File: src/rtl/sin_seq_ctrl_pkg.sv
// -----------------------------------------------------------------------------
// sin_seq_ctrl_pkg
//
// Shared definitions for the sine-oscillator burst sequencer:
//   - default widths for the coefficient/sample datapath, the burst counter
//     and the sample-rate divider
//   - the sequencer FSM state encoding
//
// No ports; imported by sin_rate_div and sin_seq_ctrl.
// -----------------------------------------------------------------------------
package sin_seq_ctrl_pkg;

    // Signed oscillator coefficient / initial value / sample width.
    // Coefficients are 2cos(w) in Q2.29.
    localparam int DEF_WIDTH = 31;

    // Burst sample-count width.
    localparam int DEF_CNT_W = 16;

    // Sample-rate divider width; sample period is div+1 clk cycles.
    localparam int DEF_DIV_W = 8;

    // Sequencer states. Encodings are fixed so waveforms stay readable.
    typedef enum logic [2:0] {
        ST_IDLE = 3'd0,
        ST_LOAD = 3'd1,
        ST_RUN  = 3'd2,
        ST_CAPT = 3'd3,
        ST_DONE = 3'd4
    } state_t;

endpackage

File: src/rtl/sin_rate_div.sv
// -----------------------------------------------------------------------------
// sin_rate_div
//
// Sample-rate divider for the burst sequencer. While enabled, the counter runs
// 0,1,..,term,0,1,.. and tick is high in the cycle the count equals term, so
// ticks are term+1 cycles apart. clear forces the count back to 0.
//
// Ports:
//   clk    in   clock, rising edge
//   rst    in   synchronous active-high reset
//   clear  in   synchronous clear of the count (wins over en)
//   en     in   count enable
//   term   in   terminal value (divider setting)
//   tick   out  combinational, high when enabled and count == term
// -----------------------------------------------------------------------------
module sin_rate_div
    import sin_seq_ctrl_pkg::*;
#(
    parameter int DIV_W = DEF_DIV_W
) (
    input  logic             clk,
    input  logic             rst,
    input  logic             clear,
    input  logic             en,
    input  logic [DIV_W-1:0] term,
    output logic             tick
);

    logic [DIV_W-1:0] cnt;

    assign tick = en && (cnt == term);

    // Wrapping on the tick (rather than at the counter's natural overflow)
    // keeps the period exactly term+1 for any term, including 0.
    always_ff @(posedge clk) begin
        if (rst || clear) begin
            cnt <= '0;
        end else if (en) begin
            cnt <= tick ? '0 : cnt + DIV_W'(1);
        end
    end

endmodule

File: src/rtl/sin_seq_ctrl.sv
// -----------------------------------------------------------------------------
// sin_seq_ctrl
//
// Burst sequencer for an external sine recurrence oscillator. On an accepted
// start it latches the oscillator coefficient/initial value, burst length and
// sample-rate divider, strobes osc_load once, then steps the oscillator every
// div+1 cycles and captures n_samples samples, finishing with a done pulse.
//
// Timing, counted from the start-accept edge E0:
//   E0            osc_load=1 (LOAD)
//   E1            divider cleared, RUN
//   E(div+2)      first osc_ena (CAPT)
//   E(div+3)      first sample_valid
//   spacing       max(div+1, 2) between osc_ena pulses and between valids;
//                 the CAPT cycle can never itself fire osc_ena, so div=0
//                 gives the minimum period of 2
//   last valid+1  done
// The sample captured is osc_value as presented during the CAPT cycle.
//
// Ports:
//   clk           in   clock, rising edge
//   rst           in   synchronous active-high reset
//   start         in   burst request, sampled only in IDLE
//   abort         in   terminates a burst from any non-IDLE state
//   coef          in   WIDTH signed, 2cos(w) in Q2.29
//   init          in   WIDTH signed, oscillator initial state
//   n_samples     in   CNT_W, burst length (0 => immediate done, no load)
//   div           in   DIV_W, sample period is div+1 cycles
//   osc_load      out  one-cycle oscillator load strobe
//   osc_coef      out  WIDTH signed, latched coef, stable for the burst
//   osc_init      out  WIDTH signed, latched init, stable for the burst
//   osc_ena       out  one-cycle oscillator step enable
//   osc_value     in   WIDTH signed, oscillator output
//   sample_out    out  WIDTH signed, last captured sample (held)
//   sample_valid  out  one-cycle qualifier for sample_out
//   busy          out  high in every state except IDLE
//   done          out  one-cycle burst-complete pulse
// -----------------------------------------------------------------------------
module sin_seq_ctrl
    import sin_seq_ctrl_pkg::*;
#(
    parameter int WIDTH = DEF_WIDTH,
    parameter int CNT_W = DEF_CNT_W,
    parameter int DIV_W = DEF_DIV_W
) (
    input  logic                    clk,
    input  logic                    rst,
    input  logic                    start,
    input  logic                    abort,
    input  logic signed [WIDTH-1:0] coef,
    input  logic signed [WIDTH-1:0] init,
    input  logic        [CNT_W-1:0] n_samples,
    input  logic        [DIV_W-1:0] div,
    output logic                    osc_load,
    output logic signed [WIDTH-1:0] osc_coef,
    output logic signed [WIDTH-1:0] osc_init,
    output logic                    osc_ena,
    input  logic signed [WIDTH-1:0] osc_value,
    output logic signed [WIDTH-1:0] sample_out,
    output logic                    sample_valid,
    output logic                    busy,
    output logic                    done
);

    state_t           state;
    logic [CNT_W-1:0] remaining;
    logic [DIV_W-1:0] div_q;

    logic             div_clear;
    logic             div_en;
    logic             div_tick;

    // The divider is cleared on the way into RUN and keeps counting through
    // CAPT so the CAPT cycle is part of the sample period.
    assign div_clear = (state == ST_LOAD);
    assign div_en    = (state == ST_RUN) || (state == ST_CAPT);

    sin_rate_div #(
        .DIV_W (DIV_W)
    ) u_rate_div (
        .clk   (clk),
        .rst   (rst),
        .clear (div_clear),
        .en    (div_en),
        .term  (div_q),
        .tick  (div_tick)
    );

    // NOTE: all sequential state is written with non-blocking assignments so
    // every branch below sees the pre-edge values of state, remaining, etc.
    always_ff @(posedge clk) begin
        // NOTE: reset is synchronous and takes priority over abort/start in
        // the same cycle; every register, including the data outputs, is
        // cleared so a reset never leaves a stale sample or coefficient.
        if (rst) begin
            state        <= ST_IDLE;
            remaining    <= '0;
            div_q        <= '0;
            osc_load     <= 1'b0;
            osc_ena      <= 1'b0;
            osc_coef     <= '0;
            osc_init     <= '0;
            sample_out   <= '0;
            sample_valid <= 1'b0;
            busy         <= 1'b0;
            done         <= 1'b0;
        end else begin
            // Strobes default low; each is raised for exactly one cycle below.
            osc_load     <= 1'b0;
            osc_ena      <= 1'b0;
            sample_valid <= 1'b0;
            done         <= 1'b0;

            if (abort && (state != ST_IDLE)) begin
                // A capture pending in CAPT is dropped; sample_out holds.
                state <= ST_IDLE;
                busy  <= 1'b0;
            end else begin
                unique case (state)
                    ST_IDLE: begin
                        if (start && !abort) begin
                            if (n_samples == '0) begin
                                // Empty burst: report completion without
                                // touching the oscillator.
                                done <= 1'b1;
                            end else begin
                                osc_coef  <= coef;
                                osc_init  <= init;
                                remaining <= n_samples;
                                div_q     <= div;
                                osc_load  <= 1'b1;
                                busy      <= 1'b1;
                                state     <= ST_LOAD;
                            end
                        end
                    end

                    ST_LOAD: begin
                        state <= ST_RUN;
                    end

                    ST_RUN: begin
                        if (div_tick) begin
                            osc_ena <= 1'b1;
                            state   <= ST_CAPT;
                        end
                    end

                    ST_CAPT: begin
                        sample_out   <= osc_value;
                        sample_valid <= 1'b1;
                        remaining    <= remaining - CNT_W'(1);
                        // remaining is never 0 here, so it cannot wrap.
                        if (remaining == CNT_W'(1)) begin
                            state <= ST_DONE;
                        end else begin
                            state <= ST_RUN;
                        end
                    end

                    ST_DONE: begin
                        done  <= 1'b1;
                        busy  <= 1'b0;
                        state <= ST_IDLE;
                    end

                    default: begin
                        state <= ST_IDLE;
                        busy  <= 1'b0;
                    end
                endcase
            end
        end
    end

endmodule
File: config.mk
export PLATFORM = sky130hd
export DESIGN_NAME = sin_seq_ctrl
export DESIGN_NICKNAME = d
export VERILOG_FILES = /design/src/rtl/sin_seq_ctrl_pkg.sv /design/src/rtl/sin_rate_div.sv /design/src/rtl/sin_seq_ctrl.sv
export SDC_FILE = /design/constraint.sdc
export NUM_CORES = 1
export LEC_CHECK = 0
export BUFFER_PORTS_ARGS = -buffer_cell sky130_fd_sc_hd__buf_2
export CAP_MARGIN = 20
export CORE_MARGIN = 2
export CORE_UTILIZATION = 44
export DETAILED_ROUTE_END_ITERATION = 12
export HOLD_SLACK_MARGIN = 0.12
export PLACE_DENSITY_LB_ADDON = 0.3
export SETUP_SLACK_MARGIN = 0.5
export SYNTH_ARGS = -nofsm -noshare
export SYNTH_HDL_FRONTEND = slang
export SYNTH_SLANG_ARGS = --single-unit
File: constraint.sdc
create_clock -name clk -period 2.15 [get_ports clk]
set_input_delay 0.3225 -clock clk [delete_from_list [all_inputs] [get_ports clk]]
set_output_delay 0.3225 -clock clk [all_outputs]
set_load 0.1 [all_outputs]
==> run summary <==
status -> complete, no violations
Syn Inst Count -> 694
number of buffers added on ports -> 218
Iter 0 DRT Violations -> 434
Cell variety after synth -> 55
hold_buf cts -> 0
DR pass1 iterations -> 5
via count -> 6,227
kind of critical path -> reg2reg
fin. max-slew vios -> 0
starting density of the core -> 44.78%
placed insts -> 1,051
Rel. slew slack -> 58.21%
Async SR Flop Fraction -> 0%
Final Util -> 68.10%
row cnt -> 41
Area growth syn-to-layout -> 52.08%
final hold viol count -> 0
cell with the most instances after synthesis -> dfxtp_1
H-tree levels -> 4
reg2reg path depth -> 5
vias in the first global route -> 5,261
ANT nets after route -> 0
highest clock rate -> 545.4 MHz
Yosys top cell by area -> dfxtp_1
routed wire length -> 18,760 um
capturing point of the worst reg2reg path -> remaining[14]$_SDFFE_PP0P_
hold_sp -> osc_value[12]
Worst-Skew Late Latency -> 0.42 ns
r2r setup slk -> 0.32 ns
top_reg_cell synth -> dfxtp_1
mapped cell area -> 0.005605 mm2
root buf cell -> clkbuf_16
Post-synth top cells -> dfxtp_1 (133), a21oi_1 (111), nand3_1 (80), nand2_1 (78), o21ai_0 (65)
Final GP Congestion -> 0.7876
RR Startpoint -> remaining[10]$_SDFFE_PP0P_
critical-path maximum fanout -> 2
total negative setup slack -> 0 ns
# setup viols final -> 0
worst ir drop on vdd -> 0.0005538 V
vias per inst -> 5.525
detailed placement HPWL -> 10,330 um
crit end category -> register
synth warn -> 0
Yosys reg bits -> 133
Ports -> 219
Avg Cell Area, Syn -> 8.077 um2
largest net degree at the start of global routing -> 123
Synth top area share -> 47.50%
# nets final -> 1,068
CTS Buffer Depth -> 2
startpoint types -> register
first-pass GRT wire length -> 25,340 um
Final Critical Period -> 1.833 ns
Die H -> 116.9 um
worst hold stages -> 3
die width -> 116.9 um
leak pwr -> 3.571 nW
required time of the worst setup path -> 2.43 ns
max-cap violation count -> 0
min-delay worst type -> in2reg
routed len/inst -> 16.65 um
CP arrival -> 2.11 ns
Seq/Total Area, Yosys -> 47.50%
power per cell area -> 801.6 mW/mm2
Hold Path Sink -> sample_out[12]$_SDFFE_PP0P_
layout cells sized above 1 -> 42.03%
DRC -> 0
Clock Skew -> 0.01055 ns
clk sinks -> 133
GR Overflow Total -> 0
Post-synth EDFFs -> 0
Non-Filler Instances -> 1,127
dominant cells by area after synthesis -> dfxtp_1 (48%), a21oi_1 (9.9%), nand3_1 (7.1%)
Total GRT Usage -> 23.40%
CTS tree -> yes
WHS -> 0.1353 ns
DIE AREA -> 0.01366 mm2
worst slew pin tran -> 0.6268 ns
initial antenna violation count -> 1
crit share post-route -> 85.27%
CP startpoint -> remaining[10]$_SDFFE_PP0P_
core area -> 0.01252 mm2
CTS buffer count -> 17
RSZ-0062 raised after global routing -> yes
syn nets -> 818
clock slew at the register clock pins of the worst setup and hold paths -> 0.06 ns
==> power by group <==
| part | internal [mW] | switching [mW] | total (mW) |
|---|---|---|---|
| clock | 1.75 | 1.01 | 2.75 |
| sequential | 2.57 | 0.0741 | 2.64 |
| combinational | 0.472 | 0.965 | 1.44 |
==> worst max-delay path, stage by stage, from the launching register on <==
cell and delay (ns):
dfxtp_2 0.32, or4_4 0.54, or4_4 0.43, buf_4 0.15, o31ai_2 0.17, o32ai_1 0.09
==> per-layer routing <==
metal,GRT usage (%),routed length [um]
met3,6.643,1409
met4,10.27,385
met1,29.05,7849
met5,0,0
met2,38.03,9119
==> cell families (layout without fill, tap and decap cells) <==
family	count (synthesis)	in the layout	synth area share, %
AO/OA/AOI/OAI	237	237	23.93
XOR/XNOR	13	13	2.031
adder cells (fa/ha/maj)	3	3	0.6697
buffers and inverters	70	329	4.888
flip-flops	133	133	47.50
multiplexers	2	2	0.3572
other	0	1	0
AND/OR/NAND/NOR	236	237	20.62
==> stage by stage <==
step / total power [mW] / instance area [um2] / setup slack, ns
6_report: 6.833 / 8524 / 0.3166
5_1_grt: 7.083 / 8524 / 0.2886
4_1_cts: 6.662 / 7712 / 0.3367
3_5_place_dp: 3.866 / 7018 / 0.09488
3_3_place_gp: 3.860 / 7018 / 0.09295
2_1_floorplan: 3.548 / 5659 / 0.2675
==> cell type report <==
type | instances | area, um2
Fill cell | 1064 | 3993
Sequential cell | 133 | 2676
Inverter | 6 | 22.52
Timing Repair Buffer | 294 | 2016
Antenna cell | 1 | 2.502
Clock buffer | 25 | 515.5
Multi-Input combinational cell | 492 | 3032
Tap cell | 172 | 215.2
Clock inverter | 4 | 45.04
==> flip-flops by register name, indices dropped and copies added, names as in the netlist <==
register / cells
sample_out: 31
busy: 1
sample_valid: 1
osc_init: 31
osc_ena: 1
osc_coef: 31
state: 3
remaining: 16
u_rate_div.cnt: 8
done: 1
div_q: 8
osc_load: 1
==> how the worst max path moves through the flow <==
stage,end,slack (ns),depth (start not counted)
after floorplan,remaining[13]$_SDFFE_PP0P_,0.27,5
after global placement,remaining[0]$_SDFFE_PP0P_,0.09,7
after detailed placement,remaining[0]$_SDFFE_PP0P_,0.09,7
after CTS,remaining[13]$_SDFFE_PP0P_,0.34,4
after global routing,remaining[13]$_SDFFE_PP0P_,0.29,4
final,remaining[14]$_SDFFE_PP0P_,0.32,5
==> cell usage in the layout, fill, tap and decap left out, drive strengths merged, types with 3 or more instances in the layout <==
| cell | n |
|---|---|
| clkbuf | 34 |
| or4 | 4 |
| nand3 | 80 |
| and2 | 6 |
| nor4 | 9 |
| a32o | 3 |
| nand4 | 5 |
| nor3 | 9 |
| ha | 3 |
| a211o | 3 |
| o21ai | 81 |
| o21a | 3 |
| a31oi | 3 |
| buf | 285 |
| nand2b | 6 |
| nand2 | 78 |
| a211oi | 6 |
| nor2 | 20 |
| and3 | 3 |
| xor2 | 5 |
| dfxtp | 133 |
| o31ai | 3 |
| inv | 5 |
| o32ai | 9 |
| clkinv | 4 |
| a22oi | 4 |
| a21oi | 111 |
| xnor2 | 8 |
==> repair_timing <==
item	CTS	global route
cloned	1	14
resized for setup	18	139
pin swaps	2	17
endpoints found under the setup margin	76	85
setup buffers	7	24
Power figures use the tool's default switching activity.
